==> src/rtl/ws_bus_master.sv <==
// Cartridge bus initiator: one valid/ready request becomes one nSel/nIO/nOE/nWE bus cycle.
// Latency: handshake to RespValid is SETUP_CYC+STROBE_CYC+HOLD_CYC+1 cycles; accepts are spaced by that plus GAP_CYC.
// Backpressure: ReqReady is high only in IDLE; optional SClk divider is built when WS_BUS_MASTER_SCLK_EN is defined.
module ws_bus_master #(
  parameter int SETUP_CYC  = 2,
  parameter int STROBE_CYC = 4,
  parameter int HOLD_CYC   = 1,
  parameter int GAP_CYC    = 1,
  parameter int SCLK_DIV   = 64
) (
  input  logic        FastClk,
  input  logic        nReset,
  input  logic        ReqValid,
  output logic        ReqReady,
  input  logic        ReqWrite,
  input  logic        ReqIO,
  input  logic [19:0] ReqAddr,
  input  logic [15:0] ReqWData,
  output logic        RespValid,
  output logic [15:0] RespRData,
  output logic        nSel,
  output logic        nIO,
  output logic        nOE,
  output logic        nWE,
  output logic [19:0] Addr,
  output logic [15:0] DataOut,
  output logic        DataOutEn,
  input  logic [15:0] DataIn,
  output logic        SClk
);

  // One shared down-counter covers every phase, so it is sized for the longest one.
  localparam int MAX_SH = (SETUP_CYC > HOLD_CYC) ? SETUP_CYC : HOLD_CYC;
  localparam int MAX_SG = (STROBE_CYC > GAP_CYC) ? STROBE_CYC : GAP_CYC;
  localparam int MAX_PH = (MAX_SH > MAX_SG) ? MAX_SH : MAX_SG;
  localparam int CW     = (MAX_PH > 1) ? $clog2(MAX_PH) : 1;

  localparam logic [CW-1:0] SETUP_LD  = CW'(SETUP_CYC - 1);
  localparam logic [CW-1:0] STROBE_LD = CW'(STROBE_CYC - 1);
  localparam logic [CW-1:0] HOLD_LD   = CW'(HOLD_CYC - 1);
  localparam logic [CW-1:0] GAP_LD    = CW'(GAP_CYC - 1);

  typedef enum logic [2:0] {
    IDLE   = 3'd0,
    SETUP  = 3'd1,
    STROBE = 3'd2,
    HOLD   = 3'd3,
    GAP    = 3'd4
  } state_t;

  state_t        state, state_nxt;
  logic [CW-1:0] cnt, cnt_nxt;
  logic          run;
  logic          accept;
  logic          in_cycle;
  logic          cap_write;
  logic          cap_io;
  logic [19:0]   cap_addr;
  logic [15:0]   cap_wdata;
  logic [15:0]   cap_rdata;

  // ReqReady stays low until the first clock after reset release (synchronous release).
  assign ReqReady = run && (state == IDLE);
  assign accept   = ReqValid && ReqReady;

  // Marks the block as out of reset one clock after nReset rises.
  always_ff @(posedge FastClk or negedge nReset) begin
    if (!nReset) run <= 1'b0;
    else         run <= 1'b1;
  end

  // State and phase counter register.
  always_ff @(posedge FastClk or negedge nReset) begin
    if (!nReset) begin
      state <= IDLE;
      cnt   <= '0;
    end else begin
      state <= state_nxt;
      cnt   <= cnt_nxt;
    end
  end

  // Phase sequencing: each phase reloads the counter and advances when it hits zero.
  always_comb begin
    state_nxt = state;
    cnt_nxt   = cnt;
    case (state)
      IDLE: begin
        if (accept) begin
          state_nxt = SETUP;
          cnt_nxt   = SETUP_LD;
        end
      end
      SETUP: begin
        if (cnt == '0) begin
          state_nxt = STROBE;
          cnt_nxt   = STROBE_LD;
        end else begin
          cnt_nxt = cnt - 1'b1;
        end
      end
      STROBE: begin
        if (cnt == '0) begin
          state_nxt = HOLD;
          cnt_nxt   = HOLD_LD;
        end else begin
          cnt_nxt = cnt - 1'b1;
        end
      end
      HOLD: begin
        if (cnt == '0) begin
          state_nxt = GAP;
          cnt_nxt   = GAP_LD;
        end else begin
          cnt_nxt = cnt - 1'b1;
        end
      end
      GAP: begin
        if (cnt == '0) state_nxt = IDLE;
        else           cnt_nxt   = cnt - 1'b1;
      end
      default: begin
        state_nxt = IDLE;
        cnt_nxt   = '0;
      end
    endcase
  end

  // Request capture at the handshake; I/O cycles only carry the low byte of address and data.
  always_ff @(posedge FastClk or negedge nReset) begin
    if (!nReset) begin
      cap_write <= 1'b0;
      cap_io    <= 1'b0;
      cap_addr  <= '0;
      cap_wdata <= '0;
    end else if (accept) begin
      cap_write <= ReqWrite;
      cap_io    <= ReqIO;
      cap_addr  <= ReqIO ? {12'h000, ReqAddr[7:0]} : ReqAddr;
      if (!ReqWrite)  cap_wdata <= '0;
      else if (ReqIO) cap_wdata <= {8'h00, ReqWData[7:0]};
      else            cap_wdata <= ReqWData;
    end
  end

  // Read data is sampled on the last strobe cycle, just before nOE rises.
  always_ff @(posedge FastClk or negedge nReset) begin
    if (!nReset)                             cap_rdata <= '0;
    else if (state == STROBE && cnt == '0)   cap_rdata <= DataIn;
  end

  // Bus pins decode from state so an asynchronous reset releases every strobe at once.
  assign in_cycle  = (state == SETUP) || (state == STROBE) || (state == HOLD);
  assign nSel      = !in_cycle;
  assign nIO       = !(in_cycle && cap_io);
  assign nOE       = !((state == STROBE) && !cap_write);
  assign nWE       = !((state == STROBE) && cap_write);
  assign Addr      = cap_addr;
  assign DataOut   = cap_wdata;
  assign DataOutEn = in_cycle && cap_write;

  // Completion pulse on the first GAP cycle only.
  assign RespValid = (state == GAP) && (cnt == GAP_LD);
  assign RespRData = (RespValid && !cap_write) ? cap_rdata : 16'h0000;

`ifdef WS_BUS_MASTER_SCLK_EN
  localparam int DW = (SCLK_DIV > 1) ? $clog2(SCLK_DIV) : 1;
  localparam logic [DW-1:0] DIV_LAST = DW'(SCLK_DIV - 1);

  logic [DW-1:0] div_cnt;
  logic          sclk_q;

  // Free-running serial clock divider, independent of bus activity.
  always_ff @(posedge FastClk or negedge nReset) begin
    if (!nReset) begin
      div_cnt <= '0;
      sclk_q  <= 1'b0;
    end else if (div_cnt == DIV_LAST) begin
      div_cnt <= '0;
      sclk_q  <= ~sclk_q;
    end else begin
      div_cnt <= div_cnt + 1'b1;
    end
  end

  assign SClk = sclk_q;
`else
  // Without the divider SCLK_DIV has no effect; the serial clock is parked low.
  logic unused_sclk_div;
  assign unused_sclk_div = (SCLK_DIV < 1);
  assign SClk = 1'b0;
`endif

endmodule

==> config.mk <==
export PLATFORM = sky130hd
export DESIGN_NAME = ws_bus_master
export DESIGN_NICKNAME = d
export VERILOG_FILES = /design/src/rtl/ws_bus_master.sv
export SDC_FILE = /design/constraint.sdc
export NUM_CORES = 1
export LEC_CHECK = 0
export BUFFER_PORTS_ARGS = -buffer_cell sky130_fd_sc_hd__buf_2
export CORE_UTILIZATION = 51
export DETAILED_ROUTE_END_ITERATION = 16
export PLACE_DENSITY_LB_ADDON = 0.25
export SLEW_MARGIN = 30
export SYNTH_ARGS = -nofsm -noshare
export SYNTH_HDL_FRONTEND = slang
export SYNTH_SLANG_ARGS = --single-unit
==> constraint.sdc <==
create_clock -name FastClk -period 5.6 [get_ports FastClk]
set_input_delay 1.12 -clock FastClk [delete_from_list [all_inputs] [get_ports FastClk]]
set_output_delay 1.12 -clock FastClk [all_outputs]
set_load 0.005 [all_outputs]
==> impl_metrics.yaml <==
outcome:
  status: "finished, final reports clean"
cts:
  cts-root-buf: "clkbuf_8"
  cts_resized: 0
  cts_buffers: 9
  cts_setup_buffers: 0
  cts_sinks: 60
  cts_buffer_depth: 2
  holdBufCountCts: 0
  cts_tree: "done"
  h-tree-depth: 3
  clk_latency_ns: 0.33
  clk_pin_slew_ns: 0.06
yosys:
  synth_edf_count: 0
  async_flop_share: 1.00
  ys.flop_type: "dfrtp_1"
  synthMuxAreaShare: 0.110
  synth_top_area_frac: 0.548
  synth_top_family_by_area: "simple AND/OR/NAND/NOR gates"
  synth_area_leaders: "dfrtp_1 55%, o21ai_0 10%, mux2_2 9.9%"
  syn_avg_cell_area_um2: 10.6
  synthAdderAreaFrac: 0.0137
  yosysWarnings: 0
  yosysSeqAreaShare: 0.548
  synthCells: 258
  synth_xor_area_frac: 0.00320
  ys_seq_elements: 60
  synthSimpleGateAreaFrac: 0.151
  yosys.area.top_type: "dfrtp_1"
  synth.distinct_cells: 33
  synthesis.nets: 318
  netlist_area_um2: 2740
  synth_compound_area_frac: 0.126
worst_setup_path:
  startpoint_type: "flip-flop"
  path_max_fanout: 16
  crit_slowest_cell: "nor3_2"
  critPathArrivalTime_ns: 2.23
  critPathCaptureType: "output port"
  cp.required_ns: 4.48
  path_cells: "inv_1 -> ha_1 -> nand2_1 -> nor3_2 -> and2_1 -> buf_2"
  path_class: "reg -> out"
  max_stage_delay_ns: 0.56
pwr:
  p_total_mw: 1.70
  peakVddDrop_mv: 0.240
  power_density_nw_per_um2: 478
  power.leakage_nw: 1.80
sta:
  setup_viol: 0
  rsz0062_at_grt: "no"
  slew_violations: 0
  hold_ws_ns: 0.497
  finalCritPeriodShare: 0.598
  period_minus_slack_ns: 3.35
  worst_slew_pin_slew_ns: 0.725
  slew_headroom: 0.516
  fin_skew_ns: 0.00732
  totalNegativeSetupSlack_ns: 0
  hold_viol: 0
  max_freq_mhz: 299
finish:
  fillers: 427
  ff_latch_area_um2: 1500
  layout_common_cells: "115 x buf_2, 60 x dfrtp_1, 56 x o21ai_0, 24 x mux2_2, 23 x nand2_1"
  area_delta_synth_final_pct: 29.4
  layout.nets: 427
  drive_above_1_share: 0.435
  multi_input_area_um2: 1120
  mostFrequentLayoutCell: "buf_2"
  antenna_cells: 0
  final_area_um2: 3550
detailed_routing:
  ant_nets: 0
  vias: 2223
  dr.pass1.iters: 4
  routed_wl_um: 5770
  routed_via_density: 5.03
  wire_per_inst_um: 13.0
  drc: 0
  first_iter_violations: 95
global_route:
  grt-ovfl-total: 0
  grt_max_degree: 61
  grt_pass1_vias: 1975
  track_usage: 0.208
  antenna_found_initial: 0
  grt_first_pass_wirelength_um: 8740
place:
  post_dp_cell_area_um2: 3320
  numPortBuffers: 115
  place.gp.congestion: 0.763
  dp_hpwl_um: 3840
floorplanning:
  fp.dieW_um: 75.3
  io_pins: 117
  start_util: 0.533
  rows: 26
  die_h_um: 75.3
  die-area_um2: 5670
  core-area_um2: 5140
flow_run:
  cap_viol_max_count: 0
worst_hold_path:
  hold_path_class: "reg -> reg"
through the flow:
step / setup WS [ns] / cells / utilization
after CTS: 2.21 / 441 / 0.688
after detailed placement: 2.23 / 425 / 0.646
after global routing: 2.04 / 442 / 0.690
final: 2.25 / 442 / 0.690
after floorplan: 2.95 / 258 / -
after global placement: 2.23 / 425 / 0.645
per-layer routing:
| metal | GRT usage | vias up | share of wire |
|---|---|---|---|
| li1 | - | 1089 | - |
| met1 | 0.267 | 1030 | 0.44 |
| met2 | 0.330 | 94 | 0.47 |
| met3 | 0.0489 | 10 | 0.072 |
| met4 | 0.107 | 0 | 0.018 |
| met5 | 0 | - | 0 |
final cells by class:
cell class | count | share of cell area
timing repair buffer | 118 | 0.170
multi-input combinational | 172 | 0.315
clock inverter | 5 | 0.0212
clock buffer | 11 | 0.0399
inverter | 6 | 0.00635
sequential | 60 | 0.423
tap | 70 | 0.0247
cell families (layout without fill, tap and decap cells):
logic type,Yosys count,count (layout)
buf+inv,26,140
simple gates,75,75
fa+ha+maj,3,3
mux,26,26
other cells,2,2
xor+xnor,1,1
compound gates,65,65
flops,60,60
critical path, delay by kind of cell (launching register included):
kind,cells,cell delay [ns]
fa+ha+maj,1,0.33
simple gates,3,0.93
flops,1,0.42
buf+inv,2,0.21
synth_stat cells, types with 2 or more instances:
library cell	number
o21ai_1	2
clkbuf_1	10
nor2_1	5
ha_1	3
buf_6	2
inv_1	6
mux2_4	2
nor3b_1	4
buf_4	3
dfrtp_1	60
buf_2	3
conb_1	2
nand3b_1	2
nand2b_1	15
o22ai_1	2
nand2_1	23
and2_1	17
o21ai_0	56
buf_1	2
nor2b_1	3
mux2_2	24
power breakdown:
group          leakage (nW)  total, mW  internal [mW]  switching [mW]
Clock                 0.113      0.420          0.260           0.160
Combinational         0.938      0.549          0.284           0.265
Sequential            0.748      0.727          0.618           0.110
path summary, 6_finish.rpt:
check	depth (start not counted)	start	slack (ns)	end
worst max-delay path	6	cnt[0]$_DFFE_PN0P_	2.25	RespRData[14]
worst min-delay path	1	cap_rdata[1]$_DFFE_PN0P_	0.50	cap_rdata[1]$_DFFE_PN0P_
worst max register to register	5	state[2]$_DFFE_PN0P_	2.96	Addr[5]$_DFFE_PN0P_
worst min register to register	1	cap_rdata[1]$_DFFE_PN0P_	0.50	cap_rdata[1]$_DFFE_PN0P_
max in group asynchronous	2	nReset	4.18	cap_rdata[14]$_DFFE_PN0P_
min in group asynchronous	2	nReset	0.92	cap_rdata[6]$_DFFE_PN0P_
registers in the layout (all words and copies together) (netlist names):
register,cells
Addr,20
DataOut,16
cap_io,1
cap_rdata,16
cap_write,1
cnt,2
run,1
state,3
Note: power is estimated with default switching activity, not from simulation.
